## src/rtl/div5b_seq_pkg.sv

```systemverilog
// Shared definitions for the 5-bit sequential restoring divider:
// FSM state encoding and the default operand width.
package div5b_seq_pkg;

  localparam int DEF_WIDTH = 5;

  typedef enum logic [1:0] {
    ST_IDLE = 2'd0,
    ST_RUN  = 2'd1,
    ST_FIN  = 2'd2
  } state_t;

endpackage

```

## src/rtl/bloque_div5b.sv

```systemverilog
// One combinational restoring-division row: trial subtract of the divisor from
// the shifted partial remainder using a chain of full-subtractor cells.
module bloque_div5b #(
  parameter int WIDTH = 5
) (
  input  logic [WIDTH:0]   a_i,
  input  logic [WIDTH-1:0] b_i,
  output logic [WIDTH-1:0] rem_o,
  output logic             qbit_o
);

  logic [WIDTH:0]   b_ext;
  logic [WIDTH:0]   diff;
  logic [WIDTH+1:0] brw;

  assign b_ext  = {1'b0, b_i};
  assign brw[0] = 1'b0;

  for (genvar i = 0; i <= WIDTH; i++) begin : g_fs
    assign diff[i]  = a_i[i] ^ b_ext[i] ^ brw[i];
    assign brw[i+1] = (~a_i[i] & b_ext[i]) | (~(a_i[i] ^ b_ext[i]) & brw[i]);
  end

  // A set top difference bit can only accompany a borrow; folding it in keeps
  // the kept remainder guaranteed to fit WIDTH bits.
  assign qbit_o = ~(brw[WIDTH+1] | diff[WIDTH]);
  assign rem_o  = qbit_o ? diff[WIDTH-1:0] : a_i[WIDTH-1:0];

endmodule

```

## src/rtl/div5b_seq.sv

```systemverilog
// Sequential unsigned restoring divider: one quotient bit per cycle, MSB first,
// with a one-cycle done pulse and a divide-by-zero flag.
module div5b_seq
  import div5b_seq_pkg::*;
#(
  parameter int WIDTH = DEF_WIDTH
) (
  input  logic             clk,
  input  logic             rst,
  input  logic             start,
  input  logic [WIDTH-1:0] X,
  input  logic [WIDTH-1:0] Y,
  output logic [WIDTH-1:0] Q,
  output logic [WIDTH-1:0] R,
  output logic             busy,
  output logic             done,
  output logic             div0
);

  localparam int CW = (WIDTH > 1) ? $clog2(WIDTH) : 1;

  state_t           state_q, state_d;
  logic [CW-1:0]    cnt_q, cnt_d;
  logic [WIDTH-1:0] rem_q, rem_d;
  logic [WIDTH-1:0] quo_q, quo_d;
  logic [WIDTH-1:0] dvs_q, dvs_d;
  logic [WIDTH-1:0] q_q, q_d;
  logic [WIDTH-1:0] r_q, r_d;
  logic             div0_q, div0_d;
  logic             done_q, done_d;

  logic [WIDTH-1:0] row_rem;
  logic             row_qbit;

  // quo_q starts as the dividend and fills with quotient bits as it shifts out
  bloque_div5b #(.WIDTH(WIDTH)) u_row (
    .a_i    ({rem_q, quo_q[WIDTH-1]}),
    .b_i    (dvs_q),
    .rem_o  (row_rem),
    .qbit_o (row_qbit)
  );

  always_comb begin
    state_d = state_q;
    cnt_d   = cnt_q;
    rem_d   = rem_q;
    quo_d   = quo_q;
    dvs_d   = dvs_q;
    q_d     = q_q;
    r_d     = r_q;
    div0_d  = div0_q;
    done_d  = 1'b0;
    case (state_q)
      ST_IDLE: begin
        if (start) begin
          dvs_d  = Y;
          div0_d = (Y == '0);
          if (Y == '0) begin
            quo_d   = '1;
            rem_d   = X;
            state_d = ST_FIN;
          end else begin
            quo_d   = X;
            rem_d   = '0;
            cnt_d   = CW'(WIDTH - 1);
            state_d = ST_RUN;
          end
        end
      end
      ST_RUN: begin
        rem_d = row_rem;
        quo_d = {quo_q[WIDTH-2:0], row_qbit};
        if (cnt_q == '0) state_d = ST_FIN;
        else             cnt_d   = cnt_q - 1'b1;
      end
      ST_FIN: begin
        q_d     = quo_q;
        r_d     = rem_q;
        done_d  = 1'b1;
        state_d = ST_IDLE;
      end
      default: state_d = ST_IDLE;
    endcase
  end

  always_ff @(posedge clk) begin
    if (rst) begin
      state_q <= ST_IDLE;
      cnt_q   <= '0;
      q_q     <= '0;
      r_q     <= '0;
      div0_q  <= 1'b0;
      done_q  <= 1'b0;
    end else begin
      state_q <= state_d;
      cnt_q   <= cnt_d;
      q_q     <= q_d;
      r_q     <= r_d;
      div0_q  <= div0_d;
      done_q  <= done_d;
    end
  end

  // Working registers need no reset: they are reloaded on every accepted start
  always_ff @(posedge clk) begin
    rem_q <= rem_d;
    quo_q <= quo_d;
    dvs_q <= dvs_d;
  end

  assign Q    = q_q;
  assign R    = r_q;
  assign busy = (state_q != ST_IDLE);
  assign done = done_q;
  assign div0 = div0_q;

endmodule
```

## config.mk

```make
export PLATFORM = sky130hd
export DESIGN_NAME = div5b_seq
export DESIGN_NICKNAME = d
export VERILOG_FILES = /design/src/rtl/div5b_seq_pkg.sv /design/src/rtl/bloque_div5b.sv /design/src/rtl/div5b_seq.sv
export SDC_FILE = /design/constraint.sdc
export NUM_CORES = 1
export LEC_CHECK = 0
export BUFFER_PORTS_ARGS = -buffer_cell sky130_fd_sc_hd__buf_4
export CORE_MARGIN = 3
export CORE_UTILIZATION = 45
export DETAILED_ROUTE_END_ITERATION = 8
export PLACE_DENSITY_LB_ADDON = 0.15
export SKIP_LAST_GASP = 1
export SYNTH_ARGS = -nofsm -noshare
export SYNTH_HDL_FRONTEND = slang
export SYNTH_SLANG_ARGS = --single-unit
```

## constraint.sdc

```tcl
create_clock -name clk -period 6.6 [get_ports clk]
set_input_delay 1.32 -clock clk [delete_from_list [all_inputs] [get_ports clk]]
set_output_delay 1.32 -clock clk [all_outputs]
set_load 0.05 [all_outputs]
```

### Word level (Yosys, flattened, before mapping)

Cells that the tools add are included.

* input bits: 13
* word-level logic and storage cells: 77
* output and inout bits: 13
* flip-flop bits (word level): 32

* $add $sub $neg: 1
* multiplexer cells: 16
* bitwise operators: 36
* eq/ne operators: 6
* reductions and logical operators: 9

Operators with widths (number)
* $mux 5: 5
* $pmux 5 s2: 2
* $not 1->1: 11
* $and 1x1->1: 10
* $xor 1x1->1: 10
* $mux 3: 3
* $ne 2x2->1 const B: 4
* $mux 2: 3
* $pmux 3 s2: 1
* $reduce_and 2->1: 3
* $logic_not 5->1: 1
* $or 1x1->1: 5
* $pmux 2 s2: 1
* $reduce_and 4->1: 1
* $reduce_bool 2->1: 2
* $logic_not 3->1: 1
* $sub 3x1->3 const B: 1
* $eq 2x1->1 const B: 1
* $eq 2x2->1 const B: 1
* $logic_not 2->1: 1
* $mux 1: 1

### Depth between registers and ports, before layout

* depth after elaboration: 14
* gate-level depth with buffers: 10
* mapped depth without buffers: 10

### Hierarchy

A second synthesis with hierarchy kept.

* cells, all modules: 152
* area total of the unflattened synthesis: 1530.2 um^2

By module, submodules not included
* div5b_seq: instances 1, area an instance 1348.8 um^2, cells an instance 135
* bloque_div5b: instances 1, area an instance 181.4 um^2, cells an instance 17

### Worst setup path before layout

No wires, ideal clock.

* kind: flip-flop to flip-flop
* start: reg quo_q[4]
* end: reg rem_q[0] (data pin)
* data required time: 6.331 ns
* clock period less this slack: 2.952 ns
* arrival: 2.683 ns
* buffers on the path: 0
* library setup time: 0.269 ns
* cell stages (with the launch flop): 11
* setup slack: 3.648 ns
* cells stage by stage: edfxtp_1 > inv_1 > ha_1 > fa_1 > fa_1 > fa_1 > fa_1 > xor2_1 > nor2_1 > a21oi_1 > o21ai_0

* word-level cells in the longest chain between the ends: 14
* elaborated cells between the ends (all ways): 16
* classes of those cells: mux (2); bitwise (14)

RTL lines
* from (decl): line div5b_seq.sv:25 `logic [WIDTH-1:0] quo_q, quo_d;`
* from (signal assigned): line div5b_seq.sv:107 `quo_q <= quo_d;`
* $not 1->1: line bloque_div5b.sv:21 `assign brw[i+1] = (~a_i[i] & b_ext[i]) | (~(a_i[i] ^ b_ext[i]) & brw[i]);`
* $and 1x1->1 (2 in series): line bloque_div5b.sv:21
* $or 1x1->1: line bloque_div5b.sv:21
* $and 1x1->1: line bloque_div5b.sv:21
* $or 1x1->1: line bloque_div5b.sv:21
* $and 1x1->1: line bloque_div5b.sv:21
* $or 1x1->1: line bloque_div5b.sv:21
* $and 1x1->1: line bloque_div5b.sv:21
* $or 1x1->1: line bloque_div5b.sv:21
* $and 1x1->1 or $xor 1x1->1 (tied branches): line bloque_div5b.sv:21, bloque_div5b.sv:20
* $or 1x1->1: line bloque_div5b.sv:26 `assign qbit_o = ~(brw[WIDTH+1] | diff[WIDTH]);`
* $mux 5 (*): line bloque_div5b.sv:27 `assign rem_o = qbit_o ? diff[WIDTH-1:0] : a_i[WIDTH-1:0];`
* $pmux 5 s2 (*): line div5b_seq.sv:53 `case (state_q)`
* via rem_d[0]: line div5b_seq.sv:24 `logic [WIDTH-1:0] rem_q, rem_d;`
* to (signal assigned): line div5b_seq.sv:106 `rem_q <= rem_d;`
* to (decl): line div5b_seq.sv:24

The timed path passes the listed nets; every way through them passes the cells marked *.
A chain may end at the register's enable or synchronous reset.

### Final worst setup path

* start: reg quo_q[4]
* end: reg rem_q[1] (data pin)

* word-level cells in the longest chain between the ends: 14
* elaborated cells between the ends (all ways): 16
* classes of those cells: mux (2); bitwise (14)

RTL lines (line)
* $not 1->1 (*): bloque_div5b.sv:21
* $and 1x1->1 (*): bloque_div5b.sv:21
* $and 1x1->1: bloque_div5b.sv:21
* $or 1x1->1: bloque_div5b.sv:21
* $and 1x1->1: bloque_div5b.sv:21
* $or 1x1->1: bloque_div5b.sv:21
* $and 1x1->1: bloque_div5b.sv:21
* $or 1x1->1: bloque_div5b.sv:21
* $and 1x1->1: bloque_div5b.sv:21
* $or 1x1->1: bloque_div5b.sv:21
* $and 1x1->1 or $xor 1x1->1 (tied branches): bloque_div5b.sv:21, bloque_div5b.sv:20
* $or 1x1->1: bloque_div5b.sv:26
* $mux 5 (*): bloque_div5b.sv:27
* $pmux 5 s2 (*): div5b_seq.sv:53
* via rem_d[1]: div5b_seq.sv:24

Marked as above.

==> metrics.md <==
| Metric | Value |
|---|---|
| Seq cells post-synth | `32` |
| P&R area growth vs syn | `17.4%` |
| Post-CTS Setup Repair Bufs | `0` |
| Setup_tns | `0 ns` |
| Status | `finished clean` |
| Count of pins over their slew limit | `0` |
| I/O Pins | `26` |
| Critical Path AT | `3.27 ns` |
| First-pass GRT wire length | `5.04 mm` |
| Die Y | `63.4 um` |
| Routing usage on met1 | `20.1%` |
| Die area | `4020 um2` |
| Post-synthesis cell type count | `30` |
| Yosys warning total | `0` |
| Total Routing Usage GR | `16.7%` |
| Final hold vios | `0` |
| Area of the core | `3100 um2` |
| Final worst path period share | `48.6%` |
| Switching share of power | `33.1%` |
| Worst Hold Class | `reg2reg` |
| Inst Count DP | `211` |
| Clock transition at path regs | `0.10 ns` |
| Least-Margin Pin Slew | `0.614 ns` |
| Inserted Diodes | `0` |
| CTS Buf Count | `5` |
| Max-Cap Viols | `0` |
| RSZ-0062 raised after global routing | `no` |
| Root buffer cell | `clkbuf_4` |
| Asr flop ratio synth | `0%` |
| Post-route insts no fill | `219` |
| Sequential area share after synthesis | `53.3%` |
| Pre-antenna DRT Iters | `4` |
| Yosys top cell area share | `30.4%` |
| Sw power | `0.161 mW` |
| Final WL | `2.90 mm` |
| Yosys top cell by area | `edfxtp_1` |
| P_int | `0.325 mW` |
| Worst Skew | `0.00566 ns` |
| Met2 Use GR | `26.2%` |
| IO buf count | `25` |
| Post-CTS Resized | `0` |
| Class of the most critical setup path | `reg2reg` |
| Syn Std Cell Area | `1480 um2` |
| Pleak | `0.667 nW` |
| Via density | `5.04` |
| Sequential power share | `52.4%` |
| Crit start category | `flip-flop` |
| Synthesized Nets | `169` |
| Combinational group share of total power | `25.9%` |
| Routed via count | `1,103` |
| CTS Sinks | `32` |
| GP Congestion | `0.831` |
| Mapped Cells | `149` |
| DR WL/cell | `13.2 um` |
| DIE WIDTH | `63.4 um` |
| Routed Antenna Nets | `0` |
| Layout Nets | `194` |
| Maximum vdd drop | `0.128 mV` |
| WP data required | `6.66 ns` |
| Maximum root-to-sink buffer count | `2` |
| Cts hold-fix bufs | `0` |
| Syn Area/Cell | `9.95 um2` |
| Max-slew headroom | `59.1%` |
| Starting DRT DRC Count | `46` |
| Final Util | `56.1%` |
| Synth area leaders | `edfxtp_1, dfxtp_1, a21oi_1, nand2_1, fa_1` |
| Crit Path Max Fanout | `7` |
| Met3 usage | `4.28%` |
| Largest net degree at the start of global routing | `22` |
| Number of global-route vias before repair | `1,120` |
| Pre-CTS WS | `3.41 ns` |
| Final setup viols | `0` |
| Max Freq | `0.312 GHz` |
| Total gr overflow | `0` |
| Initial antenna violation count | `0` |
| Skew-Pair Late Insertion Delay | `0.33 ns` |
| Crit path capture type | `flip-flop` |
| CTS tree | `yes` |
| Fin crit period | `3.21 ns` |
| Layer with the highest usage | `met2` |
| DRC errors left | `0` |
| Starting Density | `47.8%` |
| Setup ws final | `3.39 ns` |
| Post-synth top cells | `nand2_1, a21oi_1, nor2_1` |
| Most numerous cell in the Yosys netlist | `nand2_1` |
| Clk pwr share | `21.7%` |
| Power Density | `280 nW/um2` |
| Share of cells above drive strength 1 | `21.7%` |
| Rows | `20` |
| Top_reg_cell synth | `dfxtp_1` |
| H-tree levels | `2` |
| Number of synthesized flops with an enable pin | `15` |
| Final HPWL DP | `2.14 mm` |
==> flip-flops by register name, summed over array words and instances (netlist names) <==
signal	count
cnt_q	3
done	1
state_q	2
rem_q	5
quo_q	5
Q	5
dvs_q	5
div0	1
R	5
==> layout make-up <==
class	count	area, um2
Fill cell	298	1360
Sequential cell	32	791
Multi-Input combinational cell	101	624
Timing Repair Buffer	25	188
Tap cell	44	55.1
Clock buffer	7	45.0
Inverter	9	33.8
Clock inverter	1	3.75
==> cells in the final DEF, fill, tap and decap left out <==
| cell | netlist | layout |
|---|---|---|
| a21oi_1 | 19 | 19 |
| clkbuf_1 | 5 | 2 |
| nor2_4 | 1 | 1 |
| xor2_1 | 2 | 2 |
| o21ba_4 | 1 | 1 |
| or3_1 | 2 | 2 |
| edfxtp_1 | 15 | 15 |
| nor4_4 | 1 | 1 |
| and2_1 | 1 | 1 |
| nand3_1 | 4 | 4 |
| o21ai_0 | 7 | 7 |
| mux2i_1 | 1 | 1 |
| nor3_1 | 2 | 2 |
| nand2_1 | 23 | 23 |
| o21ai_2 | 1 | 1 |
| buf_4 | 0 | 25 |
| clkbuf_4 | 0 | 5 |
| or2b_1 | 1 | 1 |
| a211oi_1 | 2 | 2 |
| or4_4 | 1 | 1 |
| ha_1 | 3 | 3 |
| inv_1 | 9 | 9 |
| or4_1 | 1 | 1 |
| dfxtp_1 | 17 | 17 |
| xnor2_1 | 1 | 1 |
| a31o_2 | 2 | 2 |
| fa_1 | 4 | 4 |
| a31oi_1 | 2 | 2 |
| and2b_2 | 1 | 1 |
| clkinv_1 | 0 | 1 |
| nor2_1 | 18 | 18 |
==> power by group through the flow <==
stage | Clock [mW] | Sequential, mW | Combinational [mW]
2_1_floorplan | 0 | 0.265 | 0.0844
3_3_place_gp | 0 | 0.259 | 0.122
5_1_grt | 0.120 | 0.258 | 0.144
3_5_place_dp | 0 | 0.260 | 0.127
6_report | 0.106 | 0.255 | 0.126
4_1_cts | 0.110 | 0.255 | 0.127
==> cells by family (layout without fill, tap and decap cells) <==
| family | count (synthesis) | in the layout | synth area share, % |
|---|---|---|---|
| AND/OR/NAND/NOR | 56 | 56 | 18.2 |
| AO/OA/AOI/OAI | 34 | 34 | 13.5 |
| flip-flops | 32 | 32 | 53.3 |
| adder cells (fa/ha/maj) | 7 | 7 | 7.93 |
| XOR/XNOR | 3 | 3 | 1.77 |
| buffers and inverters | 16 | 42 | 4.56 |
| multiplexers | 1 | 1 | 0.675 |
==> critical path: stages, from the launching register on <==
cell	delay (ns)
edfxtp_1	0.38
inv_1	0.05
ha_1	0.20
fa_1	0.38
fa_1	0.39
fa_1	0.40
fa_1	0.43
xor2_1	0.40
nor2_1	0.07
a21oi_1	0.12
o21ai_0	0.10
==> worst paths after layout <==
| kind | startpoint | end | slack, ns | depth (start not counted) |
|---|---|---|---|---|
| worst max-delay path | quo_q[4] | rem_q[1] | 3.39 | 10 |
| worst min-delay path | R[1] | R[1] | 0.46 | 2 |
| worst max register to register | quo_q[4] | rem_q[1] | 3.39 | 10 |
| worst min register to register | R[1] | R[1] | 0.46 | 2 |
==> per-stage QoR <==
stage | power (mW) | cell area [um2] | hold slack, ns
final | 0.487 | 1740 | 0.460
after global routing | 0.522 | 1740 | 0.480
after CTS | 0.492 | 1740 | 0.462
after detailed placement | 0.387 | 1690 | 0.449
after global placement | 0.381 | 1690 | 0.444
after floorplan | 0.349 | 1480 | 0.450
==> metal layers <==
metal	share of wire, %	routed length [um]
met2	48	1390
met5	0	0
met3	4.7	135
met1	46	1320
met4	1.6	46
Note: power is estimated with default switching activity, not from simulation.
